[src/rtl/video_timing_gen_param.sv]
// video_timing_gen_param: pixel clock enables, H/V raster counters and the
// registered blanking/sync/flip/DMA decodes for the top of the video pipeline.
// The vertical total is selectable at runtime. The selection and the flip
// controls are latched on frame-synchronous edges, so a change never tears
// the frame that is currently being drawn.
module video_timing_gen_param #(
    parameter int CEN_DIV      = 8,
    parameter int HW           = 9,
    parameter int VW           = 9,
    parameter int H_TOTAL      = 384,
    parameter int H_ACT_END    = 256,
    parameter int H_SYNC_START = 288,
    parameter int H_SYNC_END   = 320,
    parameter int V_TOTAL_0    = 264,
    parameter int V_TOTAL_1    = 262,
    parameter int V_ACT_START  = 16,
    parameter int V_ACT_END    = 240,
    parameter int V_SYNC_START = 248,
    parameter int V_SYNC_END   = 256,
    parameter int DMA_LINES    = 4
) (
    input  logic          i_MCLK,
    input  logic          i_MRST_n,
    input  logic          i_HFLIP,
    input  logic          i_VFLIP,
    input  logic          i_VMODE,
    output logic          o_PXPOSCEN_n,
    output logic          o_PXNEGCEN_n,
    output logic [HW-1:0] o_HCNTR,
    output logic [VW-1:0] o_VCNTR,
    output logic [HW-1:0] o_HFLIPCNTR,
    output logic [VW-1:0] o_VFLIPCNTR,
    output logic          o_HBLANK_n,
    output logic          o_VBLANK_n,
    output logic          o_BLANK_n,
    output logic          o_HSYNC_n,
    output logic          o_VSYNC_n,
    output logic          o_CSYNC_n,
    output logic          o_VCLK,
    output logic          o_FRAMEPARITY,
    output logic          o_DMA_n
);

    localparam int DW          = $clog2(CEN_DIV);
    localparam int V_TOTAL_MIN = (V_TOTAL_0 < V_TOTAL_1) ? V_TOTAL_0 : V_TOTAL_1;

    localparam logic [DW-1:0] DIV_LAST = DW'(CEN_DIV - 1);
    localparam logic [DW-1:0] DIV_HALF = DW'(CEN_DIV / 2 - 1);
    localparam logic [DW-1:0] DIV_ONE  = DW'(1);
    localparam logic [HW-1:0] H_ONE    = HW'(1);
    localparam logic [VW-1:0] V_ONE    = VW'(1);
    localparam logic [HW-1:0] H_LAST   = HW'(H_TOTAL - 1);
    localparam logic [HW-1:0] H_ACT    = HW'(H_ACT_END);
    localparam logic [HW-1:0] H_HALF   = HW'(H_TOTAL / 2);
    localparam logic [HW-1:0] HS_BEG   = HW'(H_SYNC_START);
    localparam logic [HW-1:0] HS_END   = HW'(H_SYNC_END);
    localparam logic [VW-1:0] V_LAST0  = VW'(V_TOTAL_0 - 1);
    localparam logic [VW-1:0] V_LAST1  = VW'(V_TOTAL_1 - 1);
    localparam logic [VW-1:0] VA_BEG   = VW'(V_ACT_START);
    localparam logic [VW-1:0] VA_END   = VW'(V_ACT_END);
    localparam logic [VW-1:0] VF_LINE  = VW'(V_ACT_END - 1);
    localparam logic [VW-1:0] VS_BEG   = VW'(V_SYNC_START);
    localparam logic [VW-1:0] VS_END   = VW'(V_SYNC_END);
    localparam logic [VW-1:0] DMA_END  = VW'(V_ACT_END + DMA_LINES);

    // Raster geometry must fit inside the shorter of the two frame totals.
    if ((CEN_DIV < 2) || ((CEN_DIV % 2) != 0)) begin : g_chk_div
        $error("CEN_DIV must be even and at least 2");
    end
    if (H_SYNC_END > H_TOTAL) begin : g_chk_hsync
        $error("H_SYNC_END exceeds H_TOTAL");
    end
    if (V_SYNC_END > V_TOTAL_MIN) begin : g_chk_vsync
        $error("V_SYNC_END exceeds the shorter vertical total");
    end
    if ((V_ACT_END + DMA_LINES) > V_TOTAL_MIN) begin : g_chk_dma
        $error("DMA window exceeds the shorter vertical total");
    end

    logic [DW-1:0] div_q, div_d;
    logic          pxpos_q, pxpos_d, pxneg_q, pxneg_d;
    logic [HW-1:0] h_q, h_d;
    logic [VW-1:0] v_q, v_d;
    logic          vmode_q, vmode_d, parity_q, parity_d;
    logic          hflip_q, hflip_d, vflip_q, vflip_d;
    logic          hblank_q, hblank_d, vblank_q, vblank_d, blank_q, blank_d;
    logic          hsync_q, hsync_d, vsync_q, vsync_d, csync_q, csync_d;
    logic          vclk_q, vclk_d, dma_q, dma_d;
    logic [HW-1:0] hflipcnt_q, hflipcnt_d;
    logic [VW-1:0] vflipcnt_q, vflipcnt_d;
    logic [VW-1:0] v_last_s;

    // Divider, raster advance, frame-synchronous latches and look-ahead decodes.
    always_comb begin
        div_d    = (div_q == DIV_LAST) ? {DW{1'b0}} : (div_q + DIV_ONE);
        pxpos_d  = (div_q != DIV_LAST);
        pxneg_d  = (div_q != DIV_HALF);
        h_d      = h_q;
        v_d      = v_q;
        vmode_d  = vmode_q;
        parity_d = parity_q;
        hflip_d  = hflip_q;
        vflip_d  = vflip_q;
        v_last_s = vmode_q ? V_LAST1 : V_LAST0;

        // The edge that ends a PXPOSCEN_n-low cycle moves the raster by one pixel.
        if (!pxpos_q) begin
            if (h_q == H_LAST) begin
                h_d = {HW{1'b0}};
                if (v_q == v_last_s) begin
                    v_d      = {VW{1'b0}};
                    vmode_d  = i_VMODE;
                    parity_d = ~parity_q;
                end else begin
                    v_d = v_q + V_ONE;
                end
                // Entering the first blanked line: flips only change in vblank.
                if (v_q == VF_LINE) begin
                    hflip_d = i_HFLIP;
                    vflip_d = i_VFLIP;
                end else begin
                    hflip_d = hflip_q;
                    vflip_d = vflip_q;
                end
            end else begin
                h_d = h_q + H_ONE;
            end
        end else begin
            h_d = h_q;
            v_d = v_q;
        end

        // Decodes look at the next counter values so they switch with the counters.
        hblank_d   = (h_d < H_ACT);
        vblank_d   = (v_d >= VA_BEG) && (v_d < VA_END);
        blank_d    = hblank_d & vblank_d;
        hsync_d    = ~((h_d >= HS_BEG) && (h_d < HS_END));
        vsync_d    = ~((v_d >= VS_BEG) && (v_d < VS_END));
        csync_d    = vsync_d ? hsync_d : ~hsync_d;
        vclk_d     = (h_d < H_HALF);
        dma_d      = ~((v_d >= VA_END) && (v_d < DMA_END));
        hflipcnt_d = h_d ^ {HW{hflip_d}};
        vflipcnt_d = v_d ^ {VW{vflip_d}};
    end

    // State and output registers; reset values match the decode of raster (0,0).
    always_ff @(posedge i_MCLK or negedge i_MRST_n) begin
        if (!i_MRST_n) begin
            div_q      <= {DW{1'b0}};
            pxpos_q    <= 1'b1;
            pxneg_q    <= 1'b1;
            h_q        <= {HW{1'b0}};
            v_q        <= {VW{1'b0}};
            vmode_q    <= 1'b0;
            parity_q   <= 1'b0;
            hflip_q    <= 1'b0;
            vflip_q    <= 1'b0;
            hblank_q   <= 1'b1;
            vblank_q   <= 1'b0;
            blank_q    <= 1'b0;
            hsync_q    <= 1'b1;
            vsync_q    <= 1'b1;
            csync_q    <= 1'b1;
            vclk_q     <= 1'b1;
            dma_q      <= 1'b1;
            hflipcnt_q <= {HW{1'b0}};
            vflipcnt_q <= {VW{1'b0}};
        end else begin
            div_q      <= div_d;
            pxpos_q    <= pxpos_d;
            pxneg_q    <= pxneg_d;
            h_q        <= h_d;
            v_q        <= v_d;
            vmode_q    <= vmode_d;
            parity_q   <= parity_d;
            hflip_q    <= hflip_d;
            vflip_q    <= vflip_d;
            hblank_q   <= hblank_d;
            vblank_q   <= vblank_d;
            blank_q    <= blank_d;
            hsync_q    <= hsync_d;
            vsync_q    <= vsync_d;
            csync_q    <= csync_d;
            vclk_q     <= vclk_d;
            dma_q      <= dma_d;
            hflipcnt_q <= hflipcnt_d;
            vflipcnt_q <= vflipcnt_d;
        end
    end

    assign o_PXPOSCEN_n  = pxpos_q;
    assign o_PXNEGCEN_n  = pxneg_q;
    assign o_HCNTR       = h_q;
    assign o_VCNTR       = v_q;
    assign o_HFLIPCNTR   = hflipcnt_q;
    assign o_VFLIPCNTR   = vflipcnt_q;
    assign o_HBLANK_n    = hblank_q;
    assign o_VBLANK_n    = vblank_q;
    assign o_BLANK_n     = blank_q;
    assign o_HSYNC_n     = hsync_q;
    assign o_VSYNC_n     = vsync_q;
    assign o_CSYNC_n     = csync_q;
    assign o_VCLK        = vclk_q;
    assign o_FRAMEPARITY = parity_q;
    assign o_DMA_n       = dma_q;

endmodule

[config.mk]
export PLATFORM = sky130hd
export DESIGN_NAME = video_timing_gen_param
export DESIGN_NICKNAME = d
export VERILOG_FILES = /design/src/rtl/video_timing_gen_param.sv
export SDC_FILE = /design/constraint.sdc
export NUM_CORES = 1
export LEC_CHECK = 0
export CORE_ASPECT_RATIO = 1.2
export CORE_UTILIZATION = 25
export DETAILED_ROUTE_END_ITERATION = 6
export SLEW_MARGIN = 30
export SYNTH_ARGS = -nofsm -noshare
export SYNTH_HDL_FRONTEND = slang
export SYNTH_SLANG_ARGS = --single-unit
[constraint.sdc]
create_clock -name i_MCLK -period 4.82 [get_ports i_MCLK]
set_input_delay 0.482 -clock i_MCLK [delete_from_list [all_inputs] [get_ports i_MCLK]]
set_output_delay 0.482 -clock i_MCLK [all_outputs]
set_load 0.1 [all_outputs]
After elaboration in Yosys (flattened, before gate mapping)
Cells that the tools add are included. W data, S select, Z words.

Flip-flop bits (word level): 53. Input bits: 5. Output and inout bits: 47. Word-level logic and storage cells: 65.

$add $sub $neg: 3. Magnitude comparators: 10. Equality and inequality tests: 6. Multiplexer cells: 14. Bitwise logic cells: 8. Reduce and logical (&&, ||, !) cells: 5.

Operators by type and width (count): $mux W9 (5); $lt A9 B8 Y1 const B (3); $lt A9 B9 Y1 const B (3); $add A9 B1 Y9 const B (2); $ge A9 B8 Y1 const B (2); $xor A9 B9 Y9 (2); $eq A9 B8 Y1 const B (1); $eq A9 B9 Y1 (1); $eq A9 B9 Y1 const B (1); $ge A9 B5 Y1 const B (1); $ge A9 B9 Y1 const B (1); $mux W1 (7); $not A1 Y1 (5); $logic_and A1 B1 Y1 (4); $add A3 B1 Y3 const B (1); $eq A3 B3 Y1 const B (1); $mux W3 (1); $ne A3 B2 Y1 const B (1); $ne A3 B3 Y1 const B (1); $reduce_and A3 Y1 (1); $mux W2 (1); $and A1 B1 Y1 (1).

Longest topological paths before layout
Depth after elaboration: 8. Gate-level depth with buffers: 7. Gate-level depth less buffers: 7.

Worst setup path before layout
OpenSTA, ideal clock, no wires.

Kind: register to register. From: reg v_q[1] (netlist: o_VCNTR[1]). To: reg vflipcnt_q[8] (netlist: o_VFLIPCNTR[8]). Library setup time: 0.140 ns. Arrival: 2.754 ns. Data required time: 4.680 ns. Slack: 1.926 ns. Cell stages (with the launch flop): 7. Buffers on the path: 0. Period minus slack after synthesis: 2.894 ns. Cells stage by stage: dfrtp_1 > ha_1 > nand3_1 > or3_1 > or3_1 > mux2i_4 > xnor2_1.

Longest elaborated chain between the ends: 5. Elaborated cells between the ends (all ways): 10. Those cells by class: add/sub: 1; eq/ne: 2; mux: 6; bitwise: 1.

Ends and longest elaborated chain: start, declared (RTL line 83) `logic [VW-1:0] v_q, v_d;`; start signal, assigned (RTL line 153) `v_q <= {VW{1'b0}};`; start signal, assigned (RTL line 173) `v_q <= v_d;`; $add A9 B1 Y9, or another cell as far along (RTL line 115) `v_d = v_q + V_ONE;`; $mux W9 or $mux W1 (tied branches) (RTL line 110, 118); $mux W9 or $mux W1 (tied branches) (RTL line 108) `if (h_q == H_LAST) begin`; $mux W9 or $mux W1 (tied branches) (RTL line 107) `if (!pxpos_q) begin`; $xor A9 B9 Y9 (*) (RTL line 143) `vflipcnt_d = v_d ^ {VW{vflip_d}};`; net vflipcnt_d[8] (RTL line 90) `logic [VW-1:0] vflipcnt_q, vflipcnt_d;`; end signal, assigned (RTL line 167) `vflipcnt_q <= {VW{1'b0}};`; end signal, assigned (RTL line 187) `vflipcnt_q <= vflipcnt_d;`; end, declared (RTL line 90).

The timed path passes the listed nets; every way through them passes the cells marked *. A chain may end at the register's enable or synchronous reset.

Worst setup path after layout
From: reg pxpos_q (netlist: o_PXPOSCEN_n). To: out o_PXPOSCEN_n.

RTL lines: start, declared (RTL line 81) `logic pxpos_q, pxpos_d, pxneg_q, pxneg_d;`; start signal, assigned (RTL line 170) `pxpos_q <= pxpos_d;`; end, declared (RTL line 27) `output logic o_PXPOSCEN_n,`.

No word-level cell between the ends.

==> results.txt <==
----------------------------------------------------
[Placed design]
  DP Worst Slack ... between 2 and 2.5 ns
  RD Place Congestion ... 0.796
  Number of cells in the design after placement ... 344
  Cell area reported after detailed placement ... 2960 sq um
  Placed wire-length estimate ... 3.50 mm
  Count of buffers from port buffering ... 51

[Finish]
  Count of non-filler cells in the finished layout ... 352
  Design Area, Final ... a little over 3000 sq um
  Share of final-layout standard cells stronger than drive strength 1 ... 13.6%
  Area growth syn-to-layout ... 33.9%
  Number of antenna repair diodes ... 0
  Layout net count ... between 200 and 250

[Logic synthesis]
  Synthesized area divided by synthesized cell count ... around 13 sq um
  Leading register cell type out of synthesis ... dfrtp_1
  Area share of the largest cell type after synthesis ... 49.1%
  Area leader, netlist ... dfrtp_1
  Synthesized netlist net count ... 185
  Instance count of the mapped netlist ... approximately 180
  Post-synth EDFFs ... 0
  Largest cells by area after synthesis ... dfrtp_1, xnor2_1, dfstp_2
  Commonest cells post-synth ... dfrtp_1, xnor2_1, inv_1
  Synth Cell Area ... 2290 sq um
  Number of synthesized register bits ... 53
  Sequential area share after synthesis ... between 50% and 60%
  Share of synthesized flip-flops with an asynchronous set or reset ... 100%
  Leading cell type by number of instances after synthesis ... dfrtp_1
  Count of distinct cell types in the synthesized netlist ... 48
  Number of warnings issued by yosys ... 0

[Global route]
  Antenna violations before repair ... 0
  First-pass GRT wire length ... 7.87 mm
  All-Layer GR Usage ... between 10 and 15%
  Pin count of the biggest net entering global routing ... 54
  Aggregate global routing overflow ... 0
  Number of global-route vias before repair ... 1558

[Routing]
  Final ANT Viol Nets ... 0
  Detailed Routing Iterations Pass 1 ... 4
  DR DRC count ... 0
  Vias after detailed routing ... 1513
  1st-iter DRT viols ... 70
  Post-detailed-route wirelength per cell ... 13.8 microns
  Total wirelength of the detailed-routed design ... 4.86 mm
  Via density ... around 4.3

[Floorplan]
  Die Span X ... 89.5 microns
  Row count ... 37
  Initial Utilization ... 26.2%
  IO Pins ... 52
  Die outline area ... ~9600 sq um
  Area of the core ... just under 9000 sq um
  Die Height ... 107 microns

[Clock tree]
  CTS tree ... built
  Number of clock buffers inserted by TritonCTS ... 5
  Post-CTS setup buffer count ... 0
  Clock latency on the worst-skew pair ... approximately 0.30 ns
  Root buf cell ... clkbuf_8
  Total of hold buffers inserted after clock tree synthesis ... 0
  Largest buffer count on any clock path ... 2
  Resized cells post-CTS ... 0
  Clock edge transition at the registers on the reported setup and hold paths ... 0.09 ns
  Number of clock sinks seen by CTS ... 53
  Number of levels the H-tree was split into ... 2

[Setup path]
  Worst reg2reg startpoint ... o_VCNTR[1]
  Total buffers and inverters traversed by the critical path ... 1
  Worst setup path startpoint ... o_PXPOSCEN_n
  Startpoint-to-endpoint class of the critical path ... register to output port
  Depth of the worst register-to-register path ... 6
  CP Data Arrival Time ... 2.09 ns
  CP delay by family, top ... buffers and inverters
  Critical Path RT ... around 4.3 ns
  Peak per-stage delay on the critical path ... 1.17 ns
  Internal reg-to-reg setup slack ... 2.40 ns
  Critical Path Start Type ... register
  Maximum net fanout on the critical path ... 9
  Crit end category ... output port
  Worst flop-to-flop path endpoint ... o_VFLIPCNTR[8]
  Critical path, cell by cell ... clkdlybuf4s50_1
  Critical path capture point ... o_PXPOSCEN_n
  Instance count on the critical path ... 1
  Cell with the largest stage delay on the worst path ... clkdlybuf4s50_1

[Timing]
  Minimum clock period after layout ... 2.57 ns
  Total negative setup slack ... 0 ns
  Relative max-transition margin ... between 30 and 40%
  Final Hold Violating Endpoints ... 0
  Highest attainable clock frequency ... 389 MHz
  Unrepaired setup endpoints after global routing ... false
  Final Max Slew Viols ... 0
  Worst clock skew ... 0.00853 ns
  Share of the clock period used by the worst path ... 53.4%
  Worst-margin pin slew ... 0.986 ns
  Minimum setup slack in the final design ... approximately 2.2 ns
  Count of endpoints failing setup in the final report ... 0

[Status]
  Status ... finished clean

[Hold path]
  Path category of the worst min-delay check ... input pin to asynchronous set/reset pin

[Power and ir drop]
  Maximum resistive drop on vdd ... 107 uV
  Power density cells ... 281 nW/um^2
  Leakage power of the design ... around 1.3 nW

[Run]
  MaxCap Viol Count ... 0

----------------------------------------------------
## layer usage
layer	vias up	GRT usage, %	part of all wire, %	routed length (microns)
met2	35	18.2	51	2470
met1	756	13.5	43	2110
met3	8	3.00	3.6	175
met5	-	0	0	0
li1	714	-	-	-
met4	0	4.76	2.1	103
## cell usage in the layout, fill, tap and decap left out, drive strengths merged, types with 2 or more instances in the layout
cell	instances
xor2	4
nor3	3
nand2b	3
inv	13
nand2	6
nor2	8
mux2	2
ha	5
o21ai	7
xnor2	25
clkbuf	7
dfstp	8
nand4	2
nand3	6
or3	2
nand4b	2
or4	2
nor2b	2
clkdlybuf4s50	50
nor3b	2
nor4	3
a21o	2
buf	3
nand3b	2
mux2i	4
dfrtp	45
o31ai	2
## state kept, by name, indices dropped and copies added (netlist names)
signal,flops
o_VCLK,1
o_VFLIPCNTR,9
o_CSYNC_n,1
o_HCNTR,9
div_q,3
o_HFLIPCNTR,9
o_VCNTR,9
vflip_q,1
o_VSYNC_n,1
o_DMA_n,1
o_BLANK_n,1
o_PXNEGCEN_n,1
o_HSYNC_n,1
o_PXPOSCEN_n,1
vmode_q,1
hflip_q,1
o_VBLANK_n,1
o_HBLANK_n,1
o_FRAMEPARITY,1
## through the flow
step	util [%]	power, mW	hold slack (ns)
6_report	35.1	0.865	0.284
5_1_grt	35.1	0.900	0.346
4_1_cts	35.1	0.877	0.319
3_5_place_dp	33.8	0.564	0.424
3_3_place_gp	33.8	0.563	0.417
2_1_floorplan	-	0.532	0.186
## how the worst min path moves through the flow
stage,start,to,slack (ns),cells past startpoint
finish,i_MRST_n,o_HFLIPCNTR[5],0.28,2
floorplan,i_MRST_n,div_q[0],0.19,0
CTS,i_MRST_n,o_HCNTR[5],0.32,2
global placement,div_q[0],div_q[0],0.42,1
global route,i_MRST_n,o_HFLIPCNTR[5],0.35,2
detailed placement,div_q[0],div_q[0],0.42,1
## logic make-up (layout without fill, tap and decap cells)
group / after synthesis / count (layout) / share of synthesized area, %
DFF: 53 / 53 / 58.2
adders and majority gates: 5 / 5 / 2.73
muxes: 6 / 6 / 3.82
buffers and inverters: 14 / 74 / 2.34
AOI/OAI and AO/OA: 17 / 17 / 5.13
and+or+nand+nor: 51 / 51 / 16.7
xor gates and xnor gates: 29 / 29 / 11.1
## cell type report
class                           count  area (sq um)
Sequential cell                    53          1340
Timing Repair Buffer               53           520
Clock buffer                        7          86.3
Tap cell                          117           146
Clock inverter                      1          30.0
Inverter                           13          48.8
Fill cell                         861          5680
Multi-Input combinational cell    108           905
## power breakdown
| group | switching [mW] | internal (mW) |
|---|---|---|
| clock | 0.142 | 0.169 |
| sequential | 0.00285 | 0.453 |
| combinational | 0.0761 | 0.0215 |
| total | 0.221 | 0.644 |
Power figures use the tool's default switching activity.
